### src/rtl/cpu_bus_pkg.sv
`default_nettype none
// ============================================================================
// Module   : cpu_bus_pkg
// Brief    : Shared types and constants for the memory bus arbiter.
// Revision : 1.0 - initial release
// ============================================================================
package cpu_bus_pkg;

    localparam int AW_DEFAULT = 32;
    localparam int DW_DEFAULT = 32;

    localparam logic RW_READ  = 1'b1;
    localparam logic RW_WRITE = 1'b0;

    typedef enum logic [1:0] {
        IDLE   = 2'd0,
        ACCESS = 2'd1,
        DONE   = 2'd2
    } arb_state_t;

endpackage
`default_nettype wire

### src/rtl/mem_arb_rr_pick.sv
`default_nettype none
// ============================================================================
// Module   : mem_arb_rr_pick
// Brief    : Combinational two-way round-robin select.
// Revision : 1.0 - initial release
// ============================================================================
module mem_arb_rr_pick (
    input  logic req0,
    input  logic req1,
    input  logic prio,
    output logic gnt_valid,
    output logic gnt_idx
);

    assign gnt_valid = req0 | req1;
    // prio only matters on a tie; a lone requester always wins.
    assign gnt_idx   = (req0 & req1) ? prio : req1;

endmodule
`default_nettype wire

### src/rtl/mem_bus_arbiter.sv
`default_nettype none
// ============================================================================
// Module   : mem_bus_arbiter
// Brief    : Round-robin arbiter sharing one memory port between two
//            single-word requesters, with a fixed memory wait time.
// Revision : 1.0 - initial release
// ============================================================================
module mem_bus_arbiter
    import cpu_bus_pkg::*;
#(
    parameter int WAIT_CYCLES = 1,
    parameter int AW          = AW_DEFAULT,
    parameter int DW          = DW_DEFAULT
) (
    input  logic          clock,
    input  logic          reset,
    input  logic          req0,
    input  logic          rw0,
    input  logic [AW-1:0] addr0,
    input  logic [DW-1:0] wdata0,
    output logic          ack0,
    output logic [DW-1:0] rdata0,
    input  logic          req1,
    input  logic          rw1,
    input  logic [AW-1:0] addr1,
    input  logic [DW-1:0] wdata1,
    output logic          ack1,
    output logic [DW-1:0] rdata1,
    output logic          mem_en,
    output logic          mem_rw,
    output logic [AW-1:0] mem_address,
    output logic [DW-1:0] mem_datao,
    input  logic [DW-1:0] mem_data,
    output logic          owner,
    output logic          busy
);

    localparam logic [3:0] c_WAIT = 4'(WAIT_CYCLES);

    arb_state_t r_state;
    logic       r_prio;
    logic [3:0] r_count;

    logic          w_gnt_valid;
    logic          w_gnt_idx;
    logic          w_sel_rw;
    logic [AW-1:0] w_sel_addr;
    logic [DW-1:0] w_sel_wdata;

    mem_arb_rr_pick u_pick (
        .req0      (req0),
        .req1      (req1),
        .prio      (r_prio),
        .gnt_valid (w_gnt_valid),
        .gnt_idx   (w_gnt_idx)
    );

    assign w_sel_rw    = w_gnt_idx ? rw1    : rw0;
    assign w_sel_addr  = w_gnt_idx ? addr1  : addr0;
    assign w_sel_wdata = w_gnt_idx ? wdata1 : wdata0;

    // The mem_* outputs double as the latched request, so later changes on
    // the requester side cannot disturb an access in flight.
    always_ff @(posedge clock or posedge reset) begin
        if (reset) begin
            r_state     <= IDLE;
            r_prio      <= 1'b0;
            r_count     <= 4'd0;
            owner       <= 1'b0;
            busy        <= 1'b0;
            mem_en      <= 1'b0;
            mem_rw      <= RW_READ;
            mem_address <= '0;
            mem_datao   <= '0;
            ack0        <= 1'b0;
            ack1        <= 1'b0;
            rdata0      <= '0;
            rdata1      <= '0;
        end else begin
            ack0 <= 1'b0;
            ack1 <= 1'b0;
            case (r_state)
                IDLE: begin
                    if (w_gnt_valid) begin
                        owner       <= w_gnt_idx;
                        busy        <= 1'b1;
                        mem_en      <= 1'b1;
                        mem_rw      <= w_sel_rw;
                        mem_address <= w_sel_addr;
                        mem_datao   <= (w_sel_rw == RW_WRITE) ? w_sel_wdata : '0;
                        r_count     <= c_WAIT;
                        r_state     <= ACCESS;
                    end
                end
                ACCESS: begin
                    if (r_count == 4'd0) begin
                        if (mem_rw == RW_READ) begin
                            if (owner) rdata1 <= mem_data;
                            else       rdata0 <= mem_data;
                        end
                        if (owner) ack1 <= 1'b1;
                        else       ack0 <= 1'b1;
                        mem_en  <= 1'b0;
                        r_state <= DONE;
                    end else begin
                        r_count <= r_count - 4'd1;
                    end
                end
                DONE: begin
                    r_prio  <= ~owner;
                    busy    <= 1'b0;
                    r_state <= IDLE;
                end
                default: r_state <= IDLE;
            endcase
        end
    end

endmodule
`default_nettype wire
### config.mk
export PLATFORM = sky130hd
export DESIGN_NAME = mem_bus_arbiter
export DESIGN_NICKNAME = d
export VERILOG_FILES = /design/src/rtl/cpu_bus_pkg.sv /design/src/rtl/mem_arb_rr_pick.sv /design/src/rtl/mem_bus_arbiter.sv
export SDC_FILE = /design/constraint.sdc
export NUM_CORES = 1
export LEC_CHECK = 0
export BUFFER_PORTS_ARGS = -buffer_cell sky130_fd_sc_hd__buf_2
export CORE_UTILIZATION = 47
export CTS_CLUSTER_DIAMETER = 100
export DETAILED_ROUTE_END_ITERATION = 8
export PLACE_DENSITY = 0.8
export SLEW_MARGIN = 20
export SYNTH_ARGS = -nofsm -noshare
export SYNTH_HDL_FRONTEND = slang
export SYNTH_SLANG_ARGS = --single-unit
### constraint.sdc
create_clock -name clock -period 5.4 [get_ports clock]
set_input_delay 1.08 -clock clock [delete_from_list [all_inputs] [get_ports clock]]
set_output_delay 1.08 -clock clock [all_outputs]
set_load 0.01 [all_outputs]
---- Word level (Yosys, flattened, before mapping) ----
Cells that the tools add are included.
cells by class
  add/sub/neg operators ................... 1
  $mul .................................... 0
  div/mod/pow operators ................... 0
  $lt $le $gt $ge ......................... 0
  eq/ne operators ......................... 5
  shift-type cells ........................ 0
  mux-type cells .......................... 21
  bitwise operators ....................... 3
  reductions and logical operators ........ 11
operators with widths
  operator                                               count
  2-to-1 mux 32 bit                                      3
  2-to-1 mux 1 bit                                       10
  2-to-1 mux 4 bit                                       2
  case mux 4 bit (2 select lines)                        1
  AND reduction 4 bit                                    2
  AND reduction 2 bit                                    3
  AND reduction 3 bit                                    2
  zero test 4 bit                                        1
  2-to-1 mux 2 bit                                       2
  inequality test 2 bit, second input constant           2
  case mux 1 bit (2 select lines)                        2
  case mux 2 bit (2 select lines)                        1
  nonzero test 2 bit                                     2
  subtractor 4 x 1 -> 4 bit, second input constant       1
  == test 2 x 1 -> 1 bit, second input constant          1
  == test 2 bit, second input constant                   1
  zero test 2 bit                                        1
  inequality test 2 x 1 -> 1 bit, second input constant  1
  bitwise AND 1 bit                                      1
  inverter 1 bit                                         1
  bitwise OR 1 bit                                       1
storage, ports and cells
  register bits after elaboration ......... 141
  bits in latches ......................... 0
  memory bits (writable) .................. 0
  ROM bits ................................ 0
  input port bits ......................... 166
  output and inout bits ................... 134
  memories ................................ 0

---- Depth between registers and ports, before layout ----
  word-level depth ........................ 4
  depth in mapped cells ................... 7

---- By module ----
Synthesis repeated with hierarchy kept, for this count alone.
second synthesis, totals
  cell total of the unflattened synthesis .. 479
  area total of the unflattened synthesis .. 5944.5 µm²
modules (own cells, without submodules)
  module           times used  cells each  area an instance (µm²)
  mem_bus_arbiter  1           476         5926.9
  mem_arb_rr_pick  1           3           17.5

---- Worst setup path after synthesis ----
No wires, ideal clock.
  path kind ............................... input to register
  start ................................... in req0
  end ..................................... reg mem_address[0]
  arrival time ............................ 1.917 ns
  path slack .............................. 3.346 ns
  stages .................................. 6
  cell sequence ........................... inv_1 > o21ai_1 > buf_4 > buf_4 > mux2i_1 > o21ai_0
on the way
  word-level cells in the longest chain between the ends .. 3
  elaborated cells between the ends (all ways) .. 5
  those cells by class .................... mux (2); bitwise (2); reduce/logical (1)
ends and longest elaborated chain
  element               RTL line               RTL
  from (decl)           mem_bus_arbiter.sv:17  input logic req0,
  bitwise AND 1 bit     mem_arb_rr_pick.sv:17  assign gnt_idx = (req0 & req1) ? prio : req1;
  2-to-1 mux 1 bit      mem_arb_rr_pick.sv:17
  2-to-1 mux 32 bit     mem_bus_arbiter.sv:59  assign w_sel_addr = w_gnt_idx ? addr1 : addr0;
  to (signal assigned)  mem_bus_arbiter.sv:89  mem_address <= w_sel_addr;
  to (decl)             mem_bus_arbiter.sv:31  output logic [AW-1:0] mem_address,
Several ways; a longest one is shown, not always the timed one.
A chain may end at the register's enable or synchronous reset.

---- Worst setup path after layout ----
  start ................................... in req0
  end ..................................... reg mem_address[12]
The elaborated chain is that of the path after synthesis.

==> results.py <==
metrics = {
    "timing": {
        "period_share_pct": 48.1,
        "hold_slack_ns": 0.474,
        "finalMaxSlewViolations": 0,
        "clock_skew_ns": 0.0117,
        "max_freq_ghz": 0.385,
        "finalHoldViolCount": 0,
        "min_period_ns": 2.60,
        "maxSlewHeadroom_pct": 35.6,
        "finalSetupTns_ns": 0,
        "setup_violations": 0,
        "worstMarginPinSlew_ns": 0.966,
        "rsz0062_at_grt": "false",
    },
    "floorplanning": {
        "die-area_um2": 14000,
        "ios": 300,
        "core_um2": 13200,
        "die_x_um": 118,
        "die_h_um": 118,
        "initial_core_util_pct": 48.1,
        "rows": 42,
    },
    "global_route": {
        "grt_max_degree": 111,
        "grt-busiest-layer": "met2",
        "use_met1_pct": 28.3,
        "track_usage_pct": 23.8,
        "grt-ovfl-total": 0,
        "grt_use_met2_pct": 39.0,
        "grtUsageMet3_pct": 8.64,
        "antenna_found_initial": 3,
        "grt_pass1_vias": 5018,
        "grt_pass1_wl_um": 25600,
    },
    "critical_path": {
        "ff2ff_path_depth": 5,
        "crit_path_frequent_cell": "buf_4",
        "worstReg2RegStart": "r_prio",
        "critPathRequiredTime_ns": 5.66,
        "path_class": "in -> reg",
        "endpoint_kind": "flip-flop",
        "endpoint": "mem_address[12]",
        "crit_path_max_fanout": 38,
        "setup.worst_path.start": "req0",
        "path_cells": "buf_2 -> inv_1 -> o21ai_4 -> buf_4 -> buf_4 -> mux2i_1 -> o21ai_0",
        "crit_slowest_cell": "buf_4",
        "rrSetupSlack_ns": 3.20,
        "critPathMaxStageDelay_ns": 0.55,
        "start_kind": "input pin",
        "cp.arrival_ns": 2.85,
        "r2r_end": "mem_address[12]",
    },
    "clocking": {
        "cts_resized": 0,
        "insertion_delay_ns": 0.43,
        "cts_setup_buffers": 0,
        "clk_path_buf_depth": 2,
        "cts_root_buf": "clkbuf_16",
        "clock-sinks": 141,
        "cts_hold_buf": 0,
        "cts_tree": "yes",
        "numCtsBuffers": 17,
        "clk_pin_slew_ns": 0.06,
        "htreeDepth": 4,
    },
    "place": {
        "routabilityCongestion": 0.777,
        "portBuffers": 299,
        "dpl.hpwl_um": 11200,
    },
    "yosys": {
        "syn_nets": 673,
        "yosysSeqAreaShare_pct": 55.6,
        "synth_cell_type_count": 34,
        "synthCells": 506,
        "ys_ff_latch": 141,
        "synth_warnings": 0,
        "syn-cell-area_um2": 6350,
        "syn_avg_cell_area_um2": 12.5,
    },
    "worst_hold_path": {
        "hold_class": "reg -> reg",
    },
    "detailed_routing": {
        "via_per_inst": 5.04,
        "drt_first_pass_iters": 4,
        "wl_um": 16000,
        "ant_nets": 0,
        "wl_per_cell_um": 16.2,
        "drc": 0,
        "drt_iter0_markers": 234,
        "vias": 4976,
    },
    "cells_and_area": {
        "final_layout_size_suffix_gt1_share_pct": 50.1,
        "syn2layout_area_growth_pct": 34.7,
        "nets": 965,
        "final_common_cell": "buf_2",
        "final_cell_mix": "buf_2 (299), dfrtp_1 (140), nand2_1 (72)",
    },
    "status": {
        "status": "finished, final reports clean",
    },
    "power_and_ir_drop": {
        "power_density_nw_per_um2": 583,
        "ir_drop_mv": 0.235,
        "leakage_nw": 4.74,
    },
    "job": {
        "drv_cap": 0,
    },
}
flip-flops by register name (all words and copies together), names as in the netlist, 2 cells and up:
signal and count:
mem_address 32, mem_datao 32, rdata0 32, rdata1 32, r_count 4, r_state 2
worst min-delay path by stage:
| stage | startpoint | endpoint | slack (ns) | cells past startpoint |
|---|---|---|---|---|
| finish | mem_address[18] | mem_address[18] | 0.47 | 2 |
| global placement | mem_address[22] | mem_address[22] | 0.46 | 2 |
| detailed placement | mem_datao[15] | mem_datao[15] | 0.47 | 2 |
| floorplan | r_prio | r_prio | 0.47 | 2 |
| global route | mem_address[18] | mem_address[18] | 0.49 | 2 |
| CTS | mem_datao[15] | mem_datao[15] | 0.48 | 2 |
critical path, delay by kind of cell:
kind / cells / cell delay [ns]
buffers and inverters: 4 / 1.27
multiplexers: 1 / 0.24
AO/OA/AOI/OAI: 2 / 0.22
synth_stat cells:
library cell | count | area [µm²]
a21oi_1 | 3 | 15.0
a22o_1 | 1 | 8.76
and2_1 | 1 | 6.26
and2b_1 | 1 | 7.51
buf_2 | 4 | 20.0
buf_4 | 5 | 37.5
buf_6 | 6 | 67.6
clkbuf_1 | 15 | 56.3
dfrtp_1 | 140 | 3500
dfstp_2 | 1 | 26.3
ha_1 | 1 | 12.5
inv_1 | 4 | 15.0
inv_2 | 1 | 3.75
mux2_1 | 1 | 11.3
mux2_2 | 4 | 45.0
mux2_4 | 60 | 901
mux2i_1 | 65 | 651
nand2_1 | 72 | 270
nand2b_1 | 2 | 12.5
nand3_1 | 1 | 5.00
nand3_2 | 1 | 10.0
nand3_4 | 1 | 17.5
nand3b_4 | 1 | 20.0
nor2_1 | 4 | 15.0
nor2b_1 | 34 | 213
nor3_1 | 1 | 5.00
nor4_1 | 1 | 6.26
o21a_1 | 1 | 7.51
o21ai_0 | 69 | 345
o21ai_1 | 1 | 5.00
o22ai_1 | 1 | 6.26
o31a_1 | 1 | 8.76
o31ai_1 | 1 | 7.51
or2_1 | 1 | 6.26
per-layer routing:
metal  vias up  wire length (µm)
met3        24              1280
met5         -                27
met2       229              7810
li1       2325                 -
met1      2394              6650
met4         4               250
power breakdown:
part	switching [mW]	total, mW	internal (mW)
Sequential	0.305	1.89	1.58
Combinational	0.981	1.92	0.941
Clock	0.452	1.18	0.726
Total	1.74	4.99	3.25
layout make-up:
type                    count  area [µm²]
fillers                  1046        4640
flip-flops and latches    141        3530
multi-input cells         330        2650
repair buffers            303        1530
clock buffers              18         429
well taps                 176         220
clock inverters            13         165
inverters                   5        23.8
diodes                      1        2.50
per-stage QoR:
step | std cells | instance area (µm²) | worst slack [ns] | power [mW] | util [%]
3_3_place_gp | 955 | 7950 | 2.44 | 3.75 | 60.2
3_5_place_dp | 955 | 7950 | 2.35 | 3.81 | 60.2
2_1_floorplan | 506 | 6350 | 0.540 | 3.03 | -
6_report | 987 | 8550 | 2.80 | 4.99 | 64.8
5_1_grt | 987 | 8550 | 2.67 | 5.30 | 64.8
4_1_cts | 986 | 8540 | 2.81 | 5.02 | 64.7
cell families after synthesis:
group	synth area share, %
DFF	55.6
muxes	25.3
and+or+nand+nor	9.36
AOI/OAI and AO/OA	6.37
buffers and inverters	3.15
adders and majority gates	0.197
Power figures use the tool's default switching activity.
